`src/rtl/vvc_dec_pkg.sv`:
```
// Shared decoder types and constants.
// Used by the byte fetch controller and its FIFO.
package vvc_dec_pkg;

  typedef enum logic [2:0] {
    ST_IDLE,
    ST_INIT0,
    ST_INIT1,
    ST_RUN,
    ST_WAIT
  } fetch_state_t;

  localparam int BYTE_BITS = 8;
  localparam logic signed [3:0] BITS_INIT = 4'sb1000;

  function automatic logic nb_ok(input logic [2:0] n);
    return (n != 3'd0) && (n <= 3'd4);
  endfunction

endpackage

```
`src/rtl/byte_fifo.sv`:
```
// Prefetch byte FIFO with valid/ready push and flush.
// A pop frees a slot in the same cycle, so a full FIFO still accepts a push.
module byte_fifo #(
  parameter int DEPTH = 4,
  parameter int W     = 8
) (
  input  logic         clk,
  input  logic         rst,
  input  logic         i_flush,
  input  logic         i_valid,
  input  logic [W-1:0] i_data,
  output logic         o_ready,
  input  logic         i_pop,
  output logic [W-1:0] o_data,
  output logic         o_empty
);

  localparam int AW = $clog2(DEPTH);
  localparam logic [AW:0] CNT_FULL = (AW+1)'(DEPTH);

  logic [W-1:0]  r_mem [DEPTH];
  logic [AW-1:0] r_wr;
  logic [AW-1:0] r_rd;
  logic [AW:0]   r_cnt;

  logic w_full;
  logic w_pop;
  logic w_push;

  assign w_full  = (r_cnt == CNT_FULL);
  assign o_empty = (r_cnt == '0);
  assign w_pop   = i_pop && !o_empty;
  assign o_ready = (!w_full || w_pop) && !rst;
  assign w_push  = i_valid && o_ready;
  assign o_data  = r_mem[r_rd];

  always_ff @(posedge clk) begin
    if (w_push && !i_flush) r_mem[r_wr] <= i_data;
  end

  always_ff @(posedge clk or posedge rst) begin
    if (rst) begin
      r_wr  <= '0;
      r_rd  <= '0;
      r_cnt <= '0;
    end else if (i_flush) begin
      r_wr  <= '0;
      r_rd  <= '0;
      r_cnt <= '0;
    end else begin
      if (w_push) r_wr <= r_wr + 1'b1;
      if (w_pop)  r_rd <= r_rd + 1'b1;
      case ({w_push, w_pop})
        2'b10:   r_cnt <= r_cnt + 1'b1;
        2'b01:   r_cnt <= r_cnt - 1'b1;
        default: r_cnt <= r_cnt;
      endcase
    end
  end

endmodule

```
`src/rtl/byte_fetch_ctrl.sv`:
```
// Byte fetch controller: feeds readByte from a prefetch FIFO,
// tracking bitsNeeded and stalling the core when the FIFO runs dry.
module byte_fetch_ctrl
  import vvc_dec_pkg::*;
#(
  parameter int FIFO_DEPTH = 4
) (
  input  logic              clk,
  input  logic              rst,
  input  logic              start,
  input  logic [7:0]        bs_byte,
  input  logic              bs_valid,
  output logic              bs_ready,
  input  logic              consume,
  input  logic [2:0]        num_bits,
  input  logic              is_ep,
  output logic [7:0]        bitstream,
  output logic              flag,
  output logic signed [3:0] bitsNeeded,
  output logic signed [3:0] bitsNeeded_sel,
  output logic              init_load,
  output logic              init_idx,
  output logic              stall,
  output logic              ready
);

  fetch_state_t r_state;

  logic [7:0]        r_bs;
  logic              r_flag;
  logic signed [3:0] r_bn;
  logic signed [3:0] r_sel;
  logic [3:0]        r_pend;
  logic              r_init_load;
  logic              r_init_idx;
  logic              r_stall;
  logic              r_ready;

  logic              w_empty;
  logic [7:0]        w_head;
  logic              w_fifo_ready;
  logic              w_flush;
  logic              w_pop;
  logic              w_cons;
  logic signed [4:0] w_sum;
  logic [3:0]        w_refill;
  logic [3:0]        w_pend_refill;
  logic signed [3:0] w_sel;

  assign w_flush = start && (r_state != ST_IDLE);
  assign w_cons  = consume && nb_ok(num_bits);
  assign w_sum   = $signed({r_bn[3], r_bn}) + $signed({2'b00, num_bits});

  // Sum is 0..3 whenever a refill happens, so 4-bit wrap is exact.
  assign w_refill      = w_sum[3:0] - 4'(BYTE_BITS);
  assign w_pend_refill = r_pend - 4'(BYTE_BITS);
  assign w_sel         = is_ep ? -$signed({1'b0, num_bits}) : 4'sd0;

  always_comb begin
    w_pop = 1'b0;
    if (!start) begin
      case (r_state)
        ST_INIT0, ST_INIT1: w_pop = !w_empty;
        ST_RUN:  w_pop = w_cons && !w_sum[4] && !w_empty;
        ST_WAIT: w_pop = !w_empty;
        default: w_pop = 1'b0;
      endcase
    end
  end

  byte_fifo #(
    .DEPTH (FIFO_DEPTH),
    .W     (BYTE_BITS)
  ) u_fifo (
    .clk     (clk),
    .rst     (rst),
    .i_flush (w_flush),
    .i_valid (bs_valid),
    .i_data  (bs_byte),
    .o_ready (w_fifo_ready),
    .i_pop   (w_pop),
    .o_data  (w_head),
    .o_empty (w_empty)
  );

  always_ff @(posedge clk or posedge rst) begin
    if (rst) begin
      r_state     <= ST_IDLE;
      r_bs        <= '0;
      r_flag      <= 1'b0;
      r_bn        <= BITS_INIT;
      r_sel       <= '0;
      r_pend      <= '0;
      r_init_load <= 1'b0;
      r_init_idx  <= 1'b0;
      r_stall     <= 1'b0;
      r_ready     <= 1'b0;
    end else begin
      r_flag      <= 1'b0;
      r_init_load <= 1'b0;
      if (start) begin
        r_state <= ST_INIT0;
        r_stall <= 1'b0;
        r_ready <= 1'b0;
      end else begin
        case (r_state)
          ST_IDLE: r_state <= ST_IDLE;
          ST_INIT0: begin
            if (!w_empty) begin
              r_bs        <= w_head;
              r_init_load <= 1'b1;
              r_init_idx  <= 1'b0;
              r_stall     <= 1'b0;
              r_state     <= ST_INIT1;
            end else begin
              r_stall <= 1'b1;
            end
          end
          ST_INIT1: begin
            if (!w_empty) begin
              r_bs        <= w_head;
              r_init_load <= 1'b1;
              r_init_idx  <= 1'b1;
              r_stall     <= 1'b0;
              r_bn        <= BITS_INIT;
              r_ready     <= 1'b1;
              r_state     <= ST_RUN;
            end else begin
              r_stall <= 1'b1;
            end
          end
          ST_RUN: begin
            if (w_cons) begin
              if (w_sum[4]) begin
                r_bn <= w_sum[3:0];
              end else if (!w_empty) begin
                r_bs   <= w_head;
                r_flag <= 1'b1;
                r_bn   <= w_refill;
                r_sel  <= w_sel;
              end else begin
                r_pend  <= w_sum[3:0];
                r_sel   <= w_sel;
                r_stall <= 1'b1;
                r_state <= ST_WAIT;
              end
            end
          end
          ST_WAIT: begin
            if (!w_empty) begin
              r_bs    <= w_head;
              r_flag  <= 1'b1;
              r_bn    <= w_pend_refill;
              r_stall <= 1'b0;
              r_state <= ST_RUN;
            end
          end
          default: r_state <= ST_IDLE;
        endcase
      end
    end
  end

  assign bs_ready       = w_fifo_ready;
  assign bitstream      = r_bs;
  assign flag           = r_flag;
  assign bitsNeeded     = r_bn;
  assign bitsNeeded_sel = r_sel;
  assign init_load      = r_init_load;
  assign init_idx       = r_init_idx;
  assign stall          = r_stall;
  assign ready          = r_ready;

endmodule

```
`config.mk`:
```
export PLATFORM = sky130hd
export DESIGN_NAME = byte_fetch_ctrl
export DESIGN_NICKNAME = d
export VERILOG_FILES = /design/src/rtl/vvc_dec_pkg.sv /design/src/rtl/byte_fifo.sv /design/src/rtl/byte_fetch_ctrl.sv
export SDC_FILE = /design/constraint.sdc
export NUM_CORES = 1
export LEC_CHECK = 0
export ABC_AREA = 1
export ABC_CLOCK_PERIOD_IN_PS = 3250
export CAP_MARGIN = 0
export CORE_ASPECT_RATIO = 2
export CORE_MARGIN = 8
export CORE_UTILIZATION = 25
export CTS_BUF_LIST = sky130_fd_sc_hd__clkbuf_8
export CTS_CLUSTER_DIAMETER = 200
export DETAILED_ROUTE_END_ITERATION = 6
export HOLD_SLACK_MARGIN = 0.1
export PLACE_DENSITY = 0.49
export SLEW_MARGIN = 30
export SYNTH_ARGS = -nofsm -noshare
export SYNTH_HDL_FRONTEND = slang
export SYNTH_SLANG_ARGS = --single-unit
```
`constraint.sdc`:
```
create_clock -name clk -period 3.25 [get_ports clk]
set_clock_uncertainty 0.05 [all_clocks]
set_input_delay 0.65 -clock clk [delete_from_list [all_inputs] [get_ports clk]]
set_output_delay 0.65 -clock clk [all_outputs]
set_load 0.01 [all_outputs]
```
==> impl_metrics.toml <==
[outcome]
status = "complete, no violations"

[worst_setup_path]
worstPathRequired_ps = 2550
arrival_ps = 2330
reg2reg_slack_ps = 420
r2r-end = "u_fifo.r_cnt[2]"
cp-end-kind = "output port"
path_delay_family = "adder cells"
critPathMaxStageDelay_ps = 390
worstPathCellList = "dlygate4sd2_1, ha_2, fa_1, nand2_1, nand3_2, nand3_2, nand2_1, nand2_4, a21oi_4, dlygate4sd2_1"
critPathKind = "input pin to output port"
path_buf_inv = 2
r2r.worst_path.cells = 15
endpoint = "bs_ready"
crit_slowest_cell = "fa_1"
cp.depth = 10
r2r-start = "bitsNeeded[0]"
startpoint = "num_bits[0]"
critPathMaxFanout = 4
start_kind = "input pin"

[sta]
finalSetupViolations = 0
finalHoldViolations = 0
worst_pin_slew_ps = 842.7
setup_tns_ps = 0
fmax_ghz = 0.3296
rsz0062_at_grt = "no"
final.min_clock_period_ps = 3034
slew_viol_final = 0
period_share_pct = 93.36
slew_headroom_pct = 43.61

[synth]
syn_area_mm2 = 0.003254
ys_seq_area_share_pct = 56.48
synth_cell_types = 38
syn_area_per_cell_um2 = 10.11
ys_warn_count = 0
ys.flop_type = "dfrtp_1"
synth_edf_count = 32
syn_inst = 322
syn-num-nets = 350
ys_async_sr_fraction_pct = 52.24
synth_seq_cells = 67

[grt]
track_usage_pct = 8.726
antenna_found_initial = 0
grt_max_degree = 36
grt_pass1_wl_um = 11950
grt-ovfl-total = 0
grt_pass1_vias = 2343

[detailed_routing]
drc = 0
drt_iter0_markers = 103
wire_per_inst_um = 13.10
via_count = 2314
ant_nets = 0
routed_wl_um = 7075
drt_pass1_iterations = 4
viasPerCell = 4.285

[clock_tree]
cts_tree = "yes"
ctsLongestPathBuffers = 2
clk_latency_ps = 350
holdBufCountCts = 0
cts_buffers = 9
cts-root-buf = "clkbuf_8"
clk_pin_slew_worst_paths_ps = 70
cts.sinks = 67
h-tree-depth = 3

[placed_design]
place_congestion = 0.8111
io_buffers = 38
place.detailed.hpwl_um = 5065

[power_and_ir_drop]
cellLeakagePower_nw = 1.765
power_density_mw_per_mm2 = 746.5
peakVddDrop_uv = 244.5
total_power_mw = 3.065

[die]
die_h_um = 177.4
core_area_mm2 = 0.01284
start_util_pct = 25.34
io_pins = 39
std_cell_rows = 59
die_width_um = 96.68
die-area_mm2 = 0.01715

[layout]
diodes = 0
num-nets-final = 411
multi_input_area_mm2 = 0.001217
final_cell_mix = "nor2_1 (59), nand2_1 (48), clkdlybuf4s50_1 (35)"
regArea_mm2 = 0.001838
areaGrowthSynthToFinish_pct = 26.14
drive_gt1_share_pct = 19.85
fillCellCount = 1354
layout_commonest_cell = "nor2_1"

[job]
cap_violations = 0

[min_path]
hold_depth = 2
min_path_type = "register to register"
## worst min path at each step
stage,slack [ps],to,startpoint
floorplan,390,r_pend[3],r_pend[3]
global placement,410,r_pend[3],r_pend[3]
detailed placement,420,r_pend[0],r_pend[0]
CTS,440,r_pend[0],r_pend[0]
global route,470,r_pend[3],r_pend[3]
finish,440,r_pend[0],r_pend[0]
## per-layer routing
| layer | global-route usage (%) | vias to the layer above | wire length [um] |
|---|---|---|---|
| met4 | 4.842 | 0 | 122 |
| met5 | 0 | - | 0 |
| li1 | - | 1185 | - |
| met1 | 9.960 | 1072 | 3119 |
| met2 | 14.27 | 46 | 3543 |
| met3 | 2.573 | 11 | 290 |
## synthesized netlist by cell type (2+ instances only)
master | instances | share of area [%]
a21oi_1 | 7 | 1.1
a21oi_4 | 2 | 1.0
a31oi_2 | 8 | 3.1
buf_2 | 3 | 0.46
dfrtp_1 | 34 | 26
edfxtp_1 | 32 | 30
fa_1 | 2 | 1.2
ha_1 | 9 | 3.5
inv_1 | 29 | 3.3
inv_2 | 7 | 0.81
nand2_1 | 48 | 5.5
nand2_2 | 6 | 1.2
nand2_4 | 2 | 0.69
nand3_1 | 9 | 1.4
nand3_2 | 6 | 1.8
nor2_1 | 59 | 6.8
nor2_2 | 4 | 0.77
nor3_1 | 3 | 0.46
o21ai_0 | 28 | 4.3
o21ai_1 | 3 | 0.46
xnor2_1 | 2 | 0.54
xor2_1 | 3 | 0.81
## where the power goes
group / switching (mW) / total (mW) / internal (mW)
clock network: 0.340 / 0.622 / 0.281
logic: 0.649 / 1.20 / 0.554
registers: 0.155 / 1.24 / 1.08
total: 1.14 / 3.06 / 1.92
## kinds of logic after synthesis
logic type | synth area share, %
flip-flops | 56.48
buffers and inverters | 6.190
AND/OR/NAND/NOR | 19.99
AO/OA/AOI/OAI | 11.30
adder cells (fa/ha/maj) | 4.691
XOR/XNOR | 1.346
## layout make-up
type / instances / share of cell area, %
tap: 152 / 4.633
sequential: 67 / 44.77
timing repair buffer: 56 / 12.86
clock inverter: 7 / 1.280
clock buffer: 9 / 3.017
inverter: 39 / 3.779
multi-input combinational: 210 / 29.66
## flip-flops by register name, summed over array words and instances (netlist names)
signal / count
init_idx: 1
stall: 1
flag: 1
ready: 1
init_load: 1
u_fifo.r_cnt: 3
r_pend: 4
u_fifo.r_mem: 32
bitstream: 8
u_fifo.r_rd: 2
r_state: 3
u_fifo.r_wr: 2
bitsNeeded_sel: 4
bitsNeeded: 4
## worst register-to-register path: stages (launching register included)
cell,delay (ps)
dfrtp_1,410
ha_2,200
fa_1,390
nand2_1,90
nand3_2,80
nand3_2,70
nand2_1,90
nand2_4,110
buf_12,120
inv_8,20
ha_1,210
fa_1,430
xnor2_1,190
xnor2_1,80
o21ai_1,110
inv_1,40
## through the flow
stage / cells / hold WS, ps / instance area, um^2 / worst slack [ps] / util (%)
global route: 540 / 465.1 / 4105 / 86.08 / 31.96
global placement: 522 / 414.1 / 3899 / -278.6 / 30.35
detailed placement: 522 / 420.4 / 3899 / -336.6 / 30.35
floorplan: 322 / 393.9 / 3254 / 64.62 / -
CTS: 540 / 439.5 / 4103 / 116.0 / 31.94
finish: 540 / 437.8 / 4105 / 215.9 / 31.96
## what timing repair did
action | CTS | global route
gates resized for setup | 3 | 2
setup endpoints to repair | 1 | 1
pin swaps | 1 | 0
endpoints found under the hold margin | 0 | 0
setup buffers | 2 | 0
cloned | 0 | 0
Power figures use the tool's default switching activity.
